[src/rtl/exe2mem.sv]
// rtl/exe2mem.sv - EXE-to-MEM result buffer with head-entry bypass
//
// Purpose: buffers up to DEPTH execute-stage results for the MEM stage.
// The oldest entry (head) is presented combinationally from storage, and its
// result is forwarded to decode when it is a non-load write to a nonzero
// register.
//
// Ports:
//   CLK, RESET            clock; synchronous active-high reset
//   EXE_VALID_SE          push request for the current ALU result
//   RES_SE, DEST_SE       ALU result and destination register index
//   WB_SE                 result is written back
//   MEM_LOAD_SE/STORE_SE  memory operation type (both high is legal)
//   MEM_DATA_SE/SIZE_SE   store data and access size
//   FLUSH_SE              discard every buffered entry
//   MEM_POP_SM            MEM stage consumes the head entry
//   EXE2MEM_READY_SE      buffer can accept a push
//   EXE2MEM_EMPTY_SE      no entry buffered
//   *_RE                  head-entry fields (all zero when empty)
//   BP_VALID/DEST/DATA_RE forwarding of the head result to decode

module exe2mem #(
  parameter int DEPTH = 2
) (
  input  logic        CLK,
  input  logic        RESET,
  input  logic        EXE_VALID_SE,
  input  logic [31:0] RES_SE,
  input  logic [5:0]  DEST_SE,
  input  logic        WB_SE,
  input  logic        MEM_LOAD_SE,
  input  logic        MEM_STORE_SE,
  input  logic [31:0] MEM_DATA_SE,
  input  logic [1:0]  MEM_SIZE_SE,
  input  logic        FLUSH_SE,
  input  logic        MEM_POP_SM,
  output logic        EXE2MEM_READY_SE,
  output logic        EXE2MEM_EMPTY_SE,
  output logic [31:0] RES_RE,
  output logic [5:0]  DEST_RE,
  output logic        WB_RE,
  output logic        MEM_LOAD_RE,
  output logic        MEM_STORE_RE,
  output logic [31:0] MEM_DATA_RE,
  output logic [1:0]  MEM_SIZE_RE,
  output logic        BP_VALID_RE,
  output logic [5:0]  BP_DEST_RE,
  output logic [31:0] BP_DATA_RE
);

  localparam int PW = $clog2(DEPTH);
  localparam int CW = PW + 1;
  // Entry layout: {RES, DEST, WB, LOAD, STORE, MEM_DATA, MEM_SIZE}
  localparam int EW = 32 + 6 + 1 + 1 + 1 + 32 + 2;

  logic [EW-1:0] mem [DEPTH];
  logic [PW-1:0] rd_ptr;
  logic [PW-1:0] wr_ptr;
  logic [CW-1:0] count;

  logic          empty;
  logic          ready;
  logic          push_en;
  logic          pop_en;
  logic [EW-1:0] head;

  // Both flags come from the registered count only, so READY cannot be
  // raised by a same-cycle pop and there is no input-to-output path.
  assign empty = (count == '0);
  assign ready = (count != CW'(DEPTH));

  assign push_en = EXE_VALID_SE && ready && !FLUSH_SE && !RESET;
  assign pop_en  = MEM_POP_SM && !empty && !FLUSH_SE && !RESET;

  // Pointer and occupancy state. DEPTH is a power of two, so the pointers
  // wrap from DEPTH-1 to 0 by natural overflow.
  always_ff @(posedge CLK) begin
    if (RESET || FLUSH_SE) begin
      rd_ptr <= '0;
      wr_ptr <= '0;
      count  <= '0;
    end else begin
      if (push_en) begin
        wr_ptr <= wr_ptr + PW'(1);
      end
      if (pop_en) begin
        rd_ptr <= rd_ptr + PW'(1);
      end
      case ({push_en, pop_en})
        2'b10:   count <= count + CW'(1);
        2'b01:   count <= count - CW'(1);
        default: count <= count;
      endcase
    end
  end

  // Storage has no reset; stale contents are hidden by the empty gating.
  always_ff @(posedge CLK) begin
    if (push_en) begin
      mem[wr_ptr] <= {RES_SE, DEST_SE, WB_SE, MEM_LOAD_SE, MEM_STORE_SE,
                      MEM_DATA_SE, MEM_SIZE_SE};
    end
  end

  assign head = empty ? '0 : mem[rd_ptr];

  assign EXE2MEM_READY_SE = ready;
  assign EXE2MEM_EMPTY_SE = empty;

  assign {RES_RE, DEST_RE, WB_RE, MEM_LOAD_RE, MEM_STORE_RE,
          MEM_DATA_RE, MEM_SIZE_RE} = head;

  // Loads have no result yet and r0 is never written, so neither forwards.
  // WB_RE is already zero when empty; the explicit term keeps intent clear.
  assign BP_VALID_RE = !empty && WB_RE && !MEM_LOAD_RE && (DEST_RE != 6'd0);
  assign BP_DEST_RE  = BP_VALID_RE ? DEST_RE : 6'd0;
  assign BP_DATA_RE  = BP_VALID_RE ? RES_RE : 32'd0;

endmodule

[config.mk]
export PLATFORM = sky130hd
export DESIGN_NAME = exe2mem
export DESIGN_NICKNAME = d
export VERILOG_FILES = /design/src/rtl/exe2mem.sv
export SDC_FILE = /design/constraint.sdc
export NUM_CORES = 1
export LEC_CHECK = 0
export BUFFER_PORTS_ARGS = -buffer_cell sky130_fd_sc_hd__buf_2
export CORE_MARGIN = 3
export CORE_UTILIZATION = 50
export CTS_CLUSTER_DIAMETER = 40
export DETAILED_ROUTE_END_ITERATION = 16
export PLACE_DENSITY_LB_ADDON = 0.2
export SETUP_SLACK_MARGIN = 0.15
export SYNTH_ARGS = -nofsm -noshare
export SYNTH_HDL_FRONTEND = slang
export SYNTH_SLANG_ARGS = --single-unit
[constraint.sdc]
create_clock -name CLK -period 5.7 [get_ports CLK]
set_input_delay 1.14 -clock CLK [delete_from_list [all_inputs] [get_ports CLK]]
set_output_delay 1.14 -clock CLK [all_outputs]
set_load 0.1 [all_outputs]
==> results of run 1 <==
## cells in the mapped netlist, types with 2 or more instances
master | number | share of area
mux2i_1 | 37 | 0.057
dfxtp_1 | 5 | 0.016
nor2_1 | 49 | 0.029
o21ai_0 | 2 | 0.0016
buf_6 | 3 | 0.0052
clkbuf_1 | 4 | 0.0023
a21oi_1 | 3 | 0.0023
o21ai_1 | 2 | 0.0016
xor2_1 | 2 | 0.0027
a211oi_1 | 32 | 0.037
buf_2 | 16 | 0.012
nand2_1 | 38 | 0.022
or2_2 | 2 | 0.0019
inv_1 | 41 | 0.024
buf_4 | 4 | 0.0047
mux2_2 | 37 | 0.065
edfxtp_1 | 150 | 0.70
## worst max-delay path, cell delays in order (launching register included)
cell      delay, ns
dfxtp_4        0.68
buf_4          0.63
and3b_1        0.31
o21ai_4        0.26
a211oi_1       0.42
buf_2          0.49
## sequential cells by signal, indices dropped and copies added, names as in the netlist, named ones only
register	count
count	2
rd_ptr	1
wr_ptr	1
mem	150
## worst paths after layout
path,from,to,depth (start not counted)
hold / removal,rd_ptr,rd_ptr,2
setup reg to reg,count[0],mem[0][63],4
hold reg to reg,rd_ptr,rd_ptr,2
setup / recovery,flop,BP_DATA_RE[24],5
## power by group through the flow
stage / clock (uW) / sequential, uW / combinational, uW
finish: 1080 / 1280 / 151
global route: 1150 / 1280 / 161
detailed placement: 0 / 1300 / 151
floorplan: 0 / 1300 / 99.9
global placement: 0 / 1300 / 147
CTS: 1090 / 1280 / 152
## area by class of cell
| type | count | area, um^2 |
|---|---|---|
| multi-input cells | 215 | 1554 |
| repair buffers | 202 | 1028 |
| clock buffers | 22 | 444.2 |
| inverters | 41 | 155.1 |
| diodes | 4 | 10.01 |
| clock inverters | 10 | 123.9 |
| flip-flops and latches | 155 | 4608 |
| fillers | 925 | 4178 |
| well taps | 168 | 210.2 |
## layer usage
layer,global-route usage,vias to the layer above
met5,0,-
met4,0.09878,2
met3,0.05090,22
met2,0.3150,140
met1,0.2222,1941
li1,-,1974
## logic make-up (layout without fill, tap and decap cells)
| family | count (synthesis) | count (layout) |
|---|---|---|
| fa+ha+maj | 1 | 1 |
| xor+xnor | 3 | 3 |
| mux | 75 | 75 |
| compound gates | 41 | 41 |
| buf+inv | 69 | 275 |
| other cells | 0 | 4 |
| flops | 155 | 155 |
| simple gates | 95 | 95 |
## stage by stage
| step | cell area (um^2) | utilization | std cells |
|---|---|---|---|
| 6_report | 8134 | 0.6607 | 817 |
| 5_1_grt | 8134 | 0.6607 | 817 |
| 4_1_cts | 8124 | 0.6599 | 813 |
| 3_5_place_dp | 7556 | 0.6137 | 781 |
| 3_3_place_gp | 7556 | 0.6137 | 781 |
| 2_1_floorplan | 6452 | - | 439 |
==> metrics, run 1 <==
Synth cell types 29; ys async rst share 0; Gates resized, CTS repair 0; CTS Buffer Depth 2; largest family of logic cells by synthesized area multiplexers; CTS tree done; Hold WS between 0.5 and 0.6 ns; clk slew on worst S/H paths roughly 0.050 ns; WL per Instance ~17 um; Post-Synth XOR/XNOR Area 0.004072; RSZ-0062 raised after global routing no; maxcap violations 0; metal2 WL roughly 7000 um; DP HPWL slightly below 9000 um; DIE AREA approximately 14000 um^2; vias in the first global route between 4000 and 5000; final hold vios 0; Ys Warns 0; uppermost layer routed met5; Tot GR Track Use 0.1880; Rows 40; Final period util 0.7742; Avg Cell Area, Syn 14.70 um^2; post-synthesis compound-gate area fraction 0.04828; fraction of layout cells with a size suffix above 1 0.4264; WL met3 ~850 um; post-synthesis mux area share 0.1243; Crit Path Category reg2out; die extent in x approximately 120 um; initial core utilization 0.5241; P_leak approximately 0.0034 uW; initial antenna violation count 5; core box area ~12000 um^2; drt pass-1 iters 4; Post-Synth Adder-Cell Area 0.001939; Critical Path RT around 4.6 ns; area growth from synthesis to layout 26.06%; CP max FO 41; synthesized area approximately 6500 um^2; # port buffers 195; PnR worst setup slack 1.287 ns; gpl congestion between 0.7 and 0.8; Die H approximately 120 um; Yosys reg bits approximately 160; minimum clock period after layout roughly 4.4 ns; largest net degree at the start of global routing 49; first-pass GRT wire length between 20000 and 25000 um; routed wire length around 14000 um; Max Clock Skew 0.004909 ns; Nets 713; Mapped Cells roughly 440; Place WS approximately 1.7 ns; Int Power between 1500 and 2000 uW; PwrDens between 300 and 400 nW/um^2; crit path DAT about 3.3 ns; CP Capture Type output port; status complete, no violations; post-synthesis sequential area ratio 0.7136; drt drc 0; Max Clock Freq ~230 MHz; Post-Synth Simple-Gate Area 0.05876; Synth Net Count 520; switching share of power 0.2046; Hold Buf Count CTS 0; worst skew pair latency 0.40 ns; total power draw ~2500 uW; commonest non-fill, non-tap cell in the layout buf_2; clock share of power 0.431; most frequent cells in the layout buf_2, edfxtp_1, nor2_1; Comb pwr share 0.060; Worst-Margin Slew a little under 1 ns; R2R setup slack ~3.4 ns; Psw between 500 and 600 uW; number of synthesized flops with an enable pin 150; postcts setup bufs 0; Top FF cell, synth edfxtp_1; CP startpoint kind flop; CTS buffer count 17; clk sinks about 160; Vias/cell ~5.0; grt ovf 0; sequential power share 0.509; Detailed Route Iter0 Violations 256; via count ~4000; Rel. slew slack 0.3377; Hold Path Class reg2reg; CTS root buf clkbuf_16; Routed Antenna Nets 0; Peak VDD IR 0.2101 mV; endpoints failing setup 0; htree depth 4; DRT met1 WL approximately 5400 um; max-slew violation count 0; Total Neg Setup Slack 0 ns; IO Pins roughly 200
Note: power is estimated with default switching activity, not from simulation.
==> run 2: changes to the inputs <==
==> constraint.sdc (replaced) <==
create_clock -name CLK -period 4.1 [get_ports CLK]
set_input_delay 0.82 -clock CLK [delete_from_list [all_inputs] [get_ports CLK]]
set_output_delay 0.82 -clock CLK [all_outputs]
set_load 0.1 [all_outputs]
==> run 2 against run 1 <==
Effect of this change:
- sequential power grew 38%
- hold slack better by 0.0012 ns
- sequential share of layout area is 1.0 points lower
- critical path depth unchanged
- critical path type unchanged
==> metrics, run 2 (synthesized netlist as in run 1, its figures left out) <==
Hold Buf Count CTS 0; area growth from synthesis to layout 28.41%; Max Clock Skew ~0.0095 ns; Crit Path Category reg2out; Largest register FFs 150; Gates resized, CTS repair 0; Critical Path RT 3.28 ns; Max Clock Freq between 200 and 300 MHz; worst skew pair latency 0.41 ns; Crit path largest cell delay about 0.8 ns; WL met3 808 um; IO Pins approximately 200; largest net degree at the start of global routing 76; non-filler cells, final about 820; biggest regs mem x150, count x2; initial antenna violation count 0; Tot GR Track Use 0.1896; htree depth 4; die extent in x 119.6 um; CP Capture Type output port; max-slew violation count 0; DRT met1 WL about 5500 um; r2r endpoint mem[0][39]; Nets just over 700; via count 4073; Peak VDD IR 0.2878 mV; Detailed Route Iter0 Violations around 200; grt ovf 0; Die H 119.6 um; first-pass GRT wire length between 20000 and 25000 um; CTS buffer count 17; Final period util 0.9305; # diodes 0; # port buffers ~200; Vias/cell 4.998; core box area about 12000 um^2; placed cells 783; commonest non-fill, non-tap cell in the layout buf_2; slowest cell on the critical path dfxtp_4; endpoints failing setup 0; minimum clock period after layout about 3.8 ns; Routed Antenna Nets 0; drt drc 0; postcts setup bufs 0; PwrDens roughly 420 nW/um^2; Worst setup endpoint BP_DATA_RE[26]; status complete, no violations; CTS Buffer Depth 2; metal2 WL slightly below 7000 um; gpl congestion 0.7181; CTS tree done; critical-path cell list mux2_2 > o41ai_4 > buf_4 > a211oi_1 > buf_2; maxcap violations 0; clk sinks approximately 160; fraction of layout cells with a size suffix above 1 0.4652; cell count along the critical path 5; crit path buf inv count 2; CP startpoint kind flop; DIE AREA 14300 um^2; R2R cell count 4; Hold Path Class reg2reg; initial core utilization 0.5241; CP top delay family flip-flops; RSZ-0062 raised after global routing no; fillcell total between 900 and 1000; WL per Instance roughly 16 um; R2R setup slack slightly below 2 ns; drt pass-1 iters 5; P_leak about 0.0034 uW; Worst-Margin Slew between 0.7 and 0.8 ns; CP max FO 45; Rel. slew slack 0.4903; vias in the first global route between 4000 and 5000; routed wire length between 10000 and 15000 um; reg-to-reg startpoint count[0]; most frequent cells in the layout buf_2, edfxtp_1, nor2_1; CTS root buf clkbuf_16; DP HPWL 8993 um; Rows 40; clk slew on worst S/H paths approximately 0.060 ns; Post-DP Area between 7000 and 8000 um^2; final hold vios 0; crit path DAT around 3.0 ns; Reg with most FFs mem; fin area ~8300 um^2; uppermost layer routed met4
## run 2: cell types whose count changed in the layout (fill, tap and decap cells not counted), sizes merged
cell and delta:
diode -4, bufinv -1, clkinvlp +2, clkbuf -1, buf +2
## run 2: worst min-delay path by stage
| stage | from | endpoint | slack [ns] | depth (start not counted) |
|---|---|---|---|---|
| final | count[1] | count[1] | 0.51 | 2 |
| after floorplan | rd_ptr | flop | 0.47 | 2 |
| after CTS | count[1] | count[1] | 0.51 | 2 |
| after detailed placement | count[1] | count[1] | 0.50 | 2 |
| after global routing | rd_ptr | rd_ptr | 0.55 | 2 |
| after global placement | rd_ptr | rd_ptr | 0.49 | 2 |
## run 2: power breakdown
group	internal (uW)	switching, uW
clock	926	580
combinational	57.0	156
sequential	1770	7.21
## run 2: final cells by class
class	instances	area (um^2)	share of cell area
Clock buffer	21	460.4	0.05557
Clock inverter	11	121.4	0.01465
Inverter	41	155.1	0.01873
Multi-Input combinational cell	215	1662	0.2005
Sequential cell	155	4608	0.5562
Tap cell	168	210.2	0.02537
Timing Repair Buffer	204	1069	0.1290
## run 2: per-layer routing
metal / vias up / global-route usage
met1: 1948 / 0.2248
met5: - / 0
met4: 0 / 0.05941
met2: 136 / 0.3291
met3: 9 / 0.06173
li1: 1980 / -
## run 2: worst min-delay path, cell delays in order (launching register included)
cell,delay (ns)
dfxtp_1,0.33
o21ai_0,0.07
a21oi_1,0.06
## run 2: per-stage QoR
step	hold slack (ns)	TNS (ns)	power [uW]	setup WS (ns)	utilization
after CTS	0.5119	0	3527	0.2863	0.6730
final	0.5105	0	3491	0.2847	0.6730
after global placement	0.4860	0	2012	0.7931	0.6257
after detailed placement	0.5033	0	2019	0.7255	0.6257
after global routing	0.5522	0	3612	0.1685	0.6730
after floorplan	0.4725	-0.3724	1947	-0.1241	-
